<file path="src/rtl/replica_pkg.sv">
// Shared route-word types for the replica routing datapath.
// One word packs eight 8-bit city indices.
package replica_pkg;

    localparam int unsigned city_num    = 64;
    localparam int unsigned CityBits    = 8;
    localparam int unsigned ROUTE_WORDS = city_num / 8;

    typedef logic [8*CityBits-1:0] replica_data_t;

endpackage

</file>
<file path="src/rtl/route_store_if.sv">
// Route-store bus: read port, write-back stream, host load port and pass status.
interface route_store_if
    import replica_pkg::*;
#(
    parameter int unsigned AW = 3
);
    logic            start;
    logic [AW-1:0]   rd_addr;
    replica_data_t   rd_data;
    logic            in_valid;
    replica_data_t   in_data;
    logic            ld_we;
    logic [AW-1:0]   ld_addr;
    replica_data_t   ld_data;
    logic            busy;
    logic            done;
    logic            overflow;

    modport master (
        output start, rd_addr, in_valid, in_data, ld_we, ld_addr, ld_data,
        input  rd_data, busy, done, overflow
    );

    modport slave (
        input  start, rd_addr, in_valid, in_data, ld_we, ld_addr, ld_data,
        output rd_data, busy, done, overflow
    );
endinterface

</file>
<file path="src/rtl/route_ram.sv">
// Route word storage: one write port, one registered read port, read-before-write.
// Out-of-range writes are dropped and out-of-range reads return zero.
module route_ram
    import replica_pkg::*;
#(
    parameter int unsigned WORDS = ROUTE_WORDS,
    parameter int unsigned AW    = $clog2(WORDS)
) (
    input  logic          clk,
    input  logic          reset,
    input  logic          we,
    input  logic [AW-1:0] wr_addr,
    input  replica_data_t wr_data,
    input  logic [AW-1:0] rd_addr,
    output replica_data_t rd_data
);

    replica_data_t mem [WORDS];
    logic          wr_ok;
    logic          rd_ok;

    assign wr_ok = 32'(wr_addr) < WORDS;
    assign rd_ok = 32'(rd_addr) < WORDS;

    // Contents are deliberately not reset.
    always_ff @(posedge clk) begin
        if (we && wr_ok) begin
            mem[wr_addr] <= wr_data;
        end
    end

    always_ff @(posedge clk or negedge reset) begin
        if (!reset) begin
            rd_data <= '0;
        end else begin
            rd_data <= rd_ok ? mem[rd_addr] : '0;
        end
    end

endmodule

</file>
<file path="src/rtl/route_store.sv">
// Route store: sequences write-back passes from the routing stage into route_ram,
// arbitrates host loads against passes and flags stray traffic as overflow.
module route_store
    import replica_pkg::*;
#(
    parameter int unsigned WORDS = ROUTE_WORDS,
    parameter int unsigned AW    = $clog2(WORDS)
) (
    input  logic         clk,
    input  logic         reset,
    route_store_if.slave bus
);

    typedef enum logic [1:0] {StIdle, StActive, StDone} state_e;

    localparam logic [AW-1:0] LastAddr = AW'(WORDS - 1);

    state_e        state_q, state_d;
    logic [AW-1:0] wr_addr_q, wr_addr_d;
    logic          overflow_q, overflow_d;

    logic [AW-1:0] pass_addr;
    logic          pass_we;
    logic          ld_ok;

    logic          ram_we;
    logic [AW-1:0] ram_addr;
    replica_data_t ram_data;

    always_comb begin
        state_d    = state_q;
        wr_addr_d  = wr_addr_q;
        overflow_d = overflow_q;
        pass_we    = 1'b0;
        // A start in the same cycle as a word restarts the pass at address 0.
        pass_addr  = bus.start ? '0 : wr_addr_q;
        ld_ok      = bus.ld_we && (state_q == StIdle);

        if (bus.start) begin
            state_d    = StActive;
            wr_addr_d  = '0;
            overflow_d = 1'b0;
        end

        unique case (state_q)
            StIdle: begin
                if (bus.in_valid && !bus.start) begin
                    overflow_d = 1'b1;
                end
            end
            StActive: begin
                pass_we = bus.in_valid;
            end
            StDone: begin
                pass_we = bus.in_valid && bus.start;
                if (!bus.start) begin
                    state_d = StIdle;
                end
            end
            default: state_d = StIdle;
        endcase

        if (bus.ld_we && (state_q != StIdle)) begin
            overflow_d = 1'b1;
        end

        if (pass_we) begin
            if (pass_addr == LastAddr) begin
                state_d   = StDone;
                wr_addr_d = '0;
            end else begin
                wr_addr_d = pass_addr + 1'b1;
            end
        end
    end

    always_ff @(posedge clk or negedge reset) begin
        if (!reset) begin
            state_q    <= StIdle;
            wr_addr_q  <= '0;
            overflow_q <= 1'b0;
        end else begin
            state_q    <= state_d;
            wr_addr_q  <= wr_addr_d;
            overflow_q <= overflow_d;
        end
    end

    // Pass writes and host loads never overlap: loads are only honoured in idle.
    assign ram_we   = pass_we || ld_ok;
    assign ram_addr = pass_we ? pass_addr : bus.ld_addr;
    assign ram_data = pass_we ? bus.in_data : bus.ld_data;

    route_ram #(
        .WORDS (WORDS),
        .AW    (AW)
    ) u_ram (
        .clk     (clk),
        .reset   (reset),
        .we      (ram_we),
        .wr_addr (ram_addr),
        .wr_data (ram_data),
        .rd_addr (bus.rd_addr),
        .rd_data (bus.rd_data)
    );

    assign bus.busy     = (state_q != StIdle);
    assign bus.done     = (state_q == StDone);
    assign bus.overflow = overflow_q;

endmodule

</file>
<file path="src/flat_wrapper.sv">
// flat-port wrapper written by rule: the top's interface ports become plain ports
module route_store_flat import replica_pkg::*;
#(
    parameter int unsigned WORDS = ROUTE_WORDS,
    parameter int unsigned AW    = $clog2(WORDS)
)
  (clk, reset, bus_start, bus_rd_addr, bus_in_valid, bus_in_data, bus_ld_we, bus_ld_addr, bus_ld_data, bus_rd_data, bus_busy, bus_done, bus_overflow);
  route_store_if #(.AW(AW)) bus_i ();
  input  logic clk;
  input  logic reset;
  input wire logic [$bits(bus_i.start)-1:0] bus_start;
  input wire logic [$bits(bus_i.rd_addr)-1:0] bus_rd_addr;
  input wire logic [$bits(bus_i.in_valid)-1:0] bus_in_valid;
  input wire logic [$bits(bus_i.in_data)-1:0] bus_in_data;
  input wire logic [$bits(bus_i.ld_we)-1:0] bus_ld_we;
  input wire logic [$bits(bus_i.ld_addr)-1:0] bus_ld_addr;
  input wire logic [$bits(bus_i.ld_data)-1:0] bus_ld_data;
  output wire logic [$bits(bus_i.rd_data)-1:0] bus_rd_data;
  output wire logic [$bits(bus_i.busy)-1:0] bus_busy;
  output wire logic [$bits(bus_i.done)-1:0] bus_done;
  output wire logic [$bits(bus_i.overflow)-1:0] bus_overflow;
  assign bus_i.start = bus_start;
  assign bus_i.rd_addr = bus_rd_addr;
  assign bus_i.in_valid = bus_in_valid;
  assign bus_i.in_data = bus_in_data;
  assign bus_i.ld_we = bus_ld_we;
  assign bus_i.ld_addr = bus_ld_addr;
  assign bus_i.ld_data = bus_ld_data;
  assign bus_rd_data = bus_i.rd_data;
  assign bus_busy = bus_i.busy;
  assign bus_done = bus_i.done;
  assign bus_overflow = bus_i.overflow;
  route_store #(.WORDS(WORDS), .AW(AW)) u_core (.clk(clk), .reset(reset), .bus(bus_i));
endmodule
</file>
<file path="config.mk">
export PLATFORM = sky130hd
export DESIGN_NAME = route_store_flat
export DESIGN_NICKNAME = d
export VERILOG_FILES = /design/src/rtl/replica_pkg.sv /design/src/rtl/route_store_if.sv /design/src/rtl/route_ram.sv /design/src/rtl/route_store.sv /design/src/flat_wrapper.sv
export SDC_FILE = /design/constraint.sdc
export NUM_CORES = 1
export LEC_CHECK = 0
export ABC_AREA = 1
export CORE_UTILIZATION = 45
export CTS_BUF_LIST = sky130_fd_sc_hd__clkbuf_8
export DETAILED_ROUTE_END_ITERATION = 8
export GPL_TIMING_DRIVEN = 0
export SYNTH_ARGS = -nofsm -noshare
export SYNTH_HDL_FRONTEND = slang
export SYNTH_SLANG_ARGS = --single-unit
</file>
<file path="constraint.sdc">
create_clock -name clk -period 5.9 [get_ports clk]
set_clock_uncertainty 0.15 [all_clocks]
set_input_delay 0.885 -clock clk [delete_from_list [all_inputs] [get_ports clk]]
set_output_delay 0.885 -clock clk [all_outputs]
set_load 0.1 [all_outputs]
</file>
==> reports/qor.yml <==
worst_slack_ps: 1979
io_pins: 206
antennaDiodeCount: 0
path_clk_slew_ps: 60
hold_path_class: "in2async"
via_per_inst: 5.108
cts_tree: "built"
clockBufferDepth: 3
synth_common_cells: "nand2_1 (665), edfxtp_1 (512), nor2_1 (334)"
die_height_um: 229.6
finalHoldViolations: 0
reg2reg_slack_ps: 1980
syn_area_um2: 23310
clockRootBuffer: "clkbuf_8"
p_leak_uw: 0.01116
routed_wl_um: 61610
gp_congestion: 0.7921
overflow: 0
netlist_top_cells_area: "edfxtp_1 (66%), nand2_1 (11%), dfrtp_1 (7.5%)"
cp.required_ps: 6110
vias: 16060
dp_worst_setup_slack_ps: 1339
drc: 0
syn_to_final_growth_pct: 23.37
irDropWorstVdd_uv: 171.9
clkLatencyLatePin_ps: 690
maxCapViolCount: 0
hold_buffers: 0
tightestPinTransition_ps: 1011
rsz0062_at_grt: "false"
setup.worst_path.start_class: "flip-flop"
cp-end-kind: "flip-flop"
clock_sinks: 582
cts_max_level: 3
yosys.area.top_type: "edfxtp_1"
grt_pass1_vias: 15750
finish.utilization_pct: 56.16
power.total_uw: 9557
yosys_warnings: 0
synth-seq-area-share_pct: 73.48
power.density_nw_per_um2: 332.4
slew_violations: 0
first_pass_iters: 5
fp.dieW_um: 229.6
synth_area_per_cell_um2: 11.31
grt_pass1_wl_um: 94060
port_buffers: 205
max_clock_freq_mhz: 255.0
cp.arrival_ps: 4130
die_area_um2: 52710
numCtsBuffers: 93
cp.buffers_inverters: 6
period_minus_slack_ps: 3921
cp_max_fo: 19
fin_crit_sh_pct: 66.46
synth_enable_flop_cells: 512
yosysMostFrequentCell: "nand2_1"
slew_headroom_pct: 32.42
cp_slowest_stage_delay_ps: 580
ys.flop_type: "edfxtp_1"
crit_type: "reg2reg"
wl_per_cell_um: 19.60
cts_resized: 0
whs_ps: 29.37
netlist_instances: 2060
gr-usage-all-layers_pct: 23.75
async_flop_share_pct: 12.03
status: "complete, no violations"
path_common_cell: "nand2_1"
dp_hpwl_um: 40650
setup_viol: 0
antenna_found_initial: 0
synth.distinct_cells: 20
layout-drive-gt1-share_pct: 8.729
post_cts_buffers: 0
floorplan.initialDensity_pct: 45.52
drt_iter0_drc: 1308
crit_chain: "inv_1, ha_1, nand2_1, clkinv_1, nand2_1, buf_2, nand2_1, nand2_1, nand2_1, nor2_4, buf_12, buf_16, buf_16"
core_area_um2: 51200
slowest_stage: "nor2_4"
num_rows: 83
grt_max_degree: 38
synth_top_cell_area_share_pct: 65.97
crit_family: "buffers and inverters"
synth_fp_nets: 2205
final_net_count: 2528
synth-seq-cells: 582
drtAntennaViolNets: 0
state kept, by name, summed over array words and instances (netlist names):
signal                flops
u_core.bus.overflow       1
u_core.u_ram.mem        512
u_core.u_ram.rd_data     64
u_core.state_q            2
u_core.wr_addr_q          3
metal layers:
| metal | share of wire [%] | GRT usage [%] | wire (µm) | up-vias |
|---|---|---|---|---|
| met3 | 6.6 | 3.698 | 4040 | 80 |
| met5 | 0 | 0 | 0 | - |
| met1 | 42 | 32.00 | 26160 | 7755 |
| met2 | 49 | 39.84 | 30380 | 559 |
| met4 | 1.7 | 6.813 | 1035 | 0 |
| li1 | - | - | - | 7661 |
stage by stage:
step                      TNS [ps]  cell area, µm²  cells
after global routing             0           28750   3143
after floorplan                  0           23310   2060
final                            0           28750   3143
after global placement    -1324830           26210   2945
after detailed placement         0           26860   2968
after CTS                        0           28750   3143
final timing paths:
kind	startpoint	to	cells after the start
worst max-delay path	u_core.state_q[0]	u_core.u_ram.mem[6][5]	13
worst min-delay path	reset	u_core.u_ram.rd_data[18]	1
worst max register to register	u_core.state_q[0]	u_core.u_ram.mem[6][5]	13
worst min register to register	u_core.bus.overflow	u_core.bus.overflow	2
max in group asynchronous	reset	u_core.u_ram.rd_data[48]	2
min in group clk	u_core.bus.overflow	u_core.bus.overflow	2
cells by family (layout without fill, tap and decap cells):
family                   count (synthesis)  after routing  share of synthesized area, %
AO/OA/AOI/OAI                          264            264                         5.685
adder cells (fa/ha/maj)                  6              6                        0.3221
buffers and inverters                  136            539                         2.851
flip-flops                             582            582                         73.48
AND/OR/NAND/NOR                       1072           1072                         17.66
report_power, final:
part           internal, µW  switching [µW]  leakage [µW]
Combinational           350             955       0.00455
Clock                  1860            1580       0.00110
Sequential             4770            43.7       0.00551
cell usage in the layout (no fill, tap or decap), types with 5 or more instances in the layout:
cell type / count
edfxtp_1: 512
clkinv_1: 14
buf_12: 5
buf_2: 30
clkdlybuf4s50_1: 204
nand3_1: 72
buf_4: 16
buf_6: 8
clkbuf_8: 113
nor2_4: 8
nand2_1: 665
o21ai_0: 202
buf_1: 6
o21ai_1: 56
inv_1: 49
ha_1: 6
clkbuf_1: 60
buf_16: 18
nor2_1: 326
dfrtp_1: 70
clkinv_2: 8
area by class of cell:
| type | instances | area [µm²] |
|---|---|---|
| well taps | 680 | 850.8 |
| plain buffers | 119 | 600.6 |
| flip-flops and latches | 582 | 17130 |
| fillers | 4247 | 22440 |
| clock buffers | 113 | 1555 |
| repair buffers | 228 | 2645 |
| multi-input cells | 1342 | 5577 |
| inverters | 17 | 63.81 |
| clock inverters | 62 | 335.3 |
No activity file was read; power rests on OpenSTA's default activity.
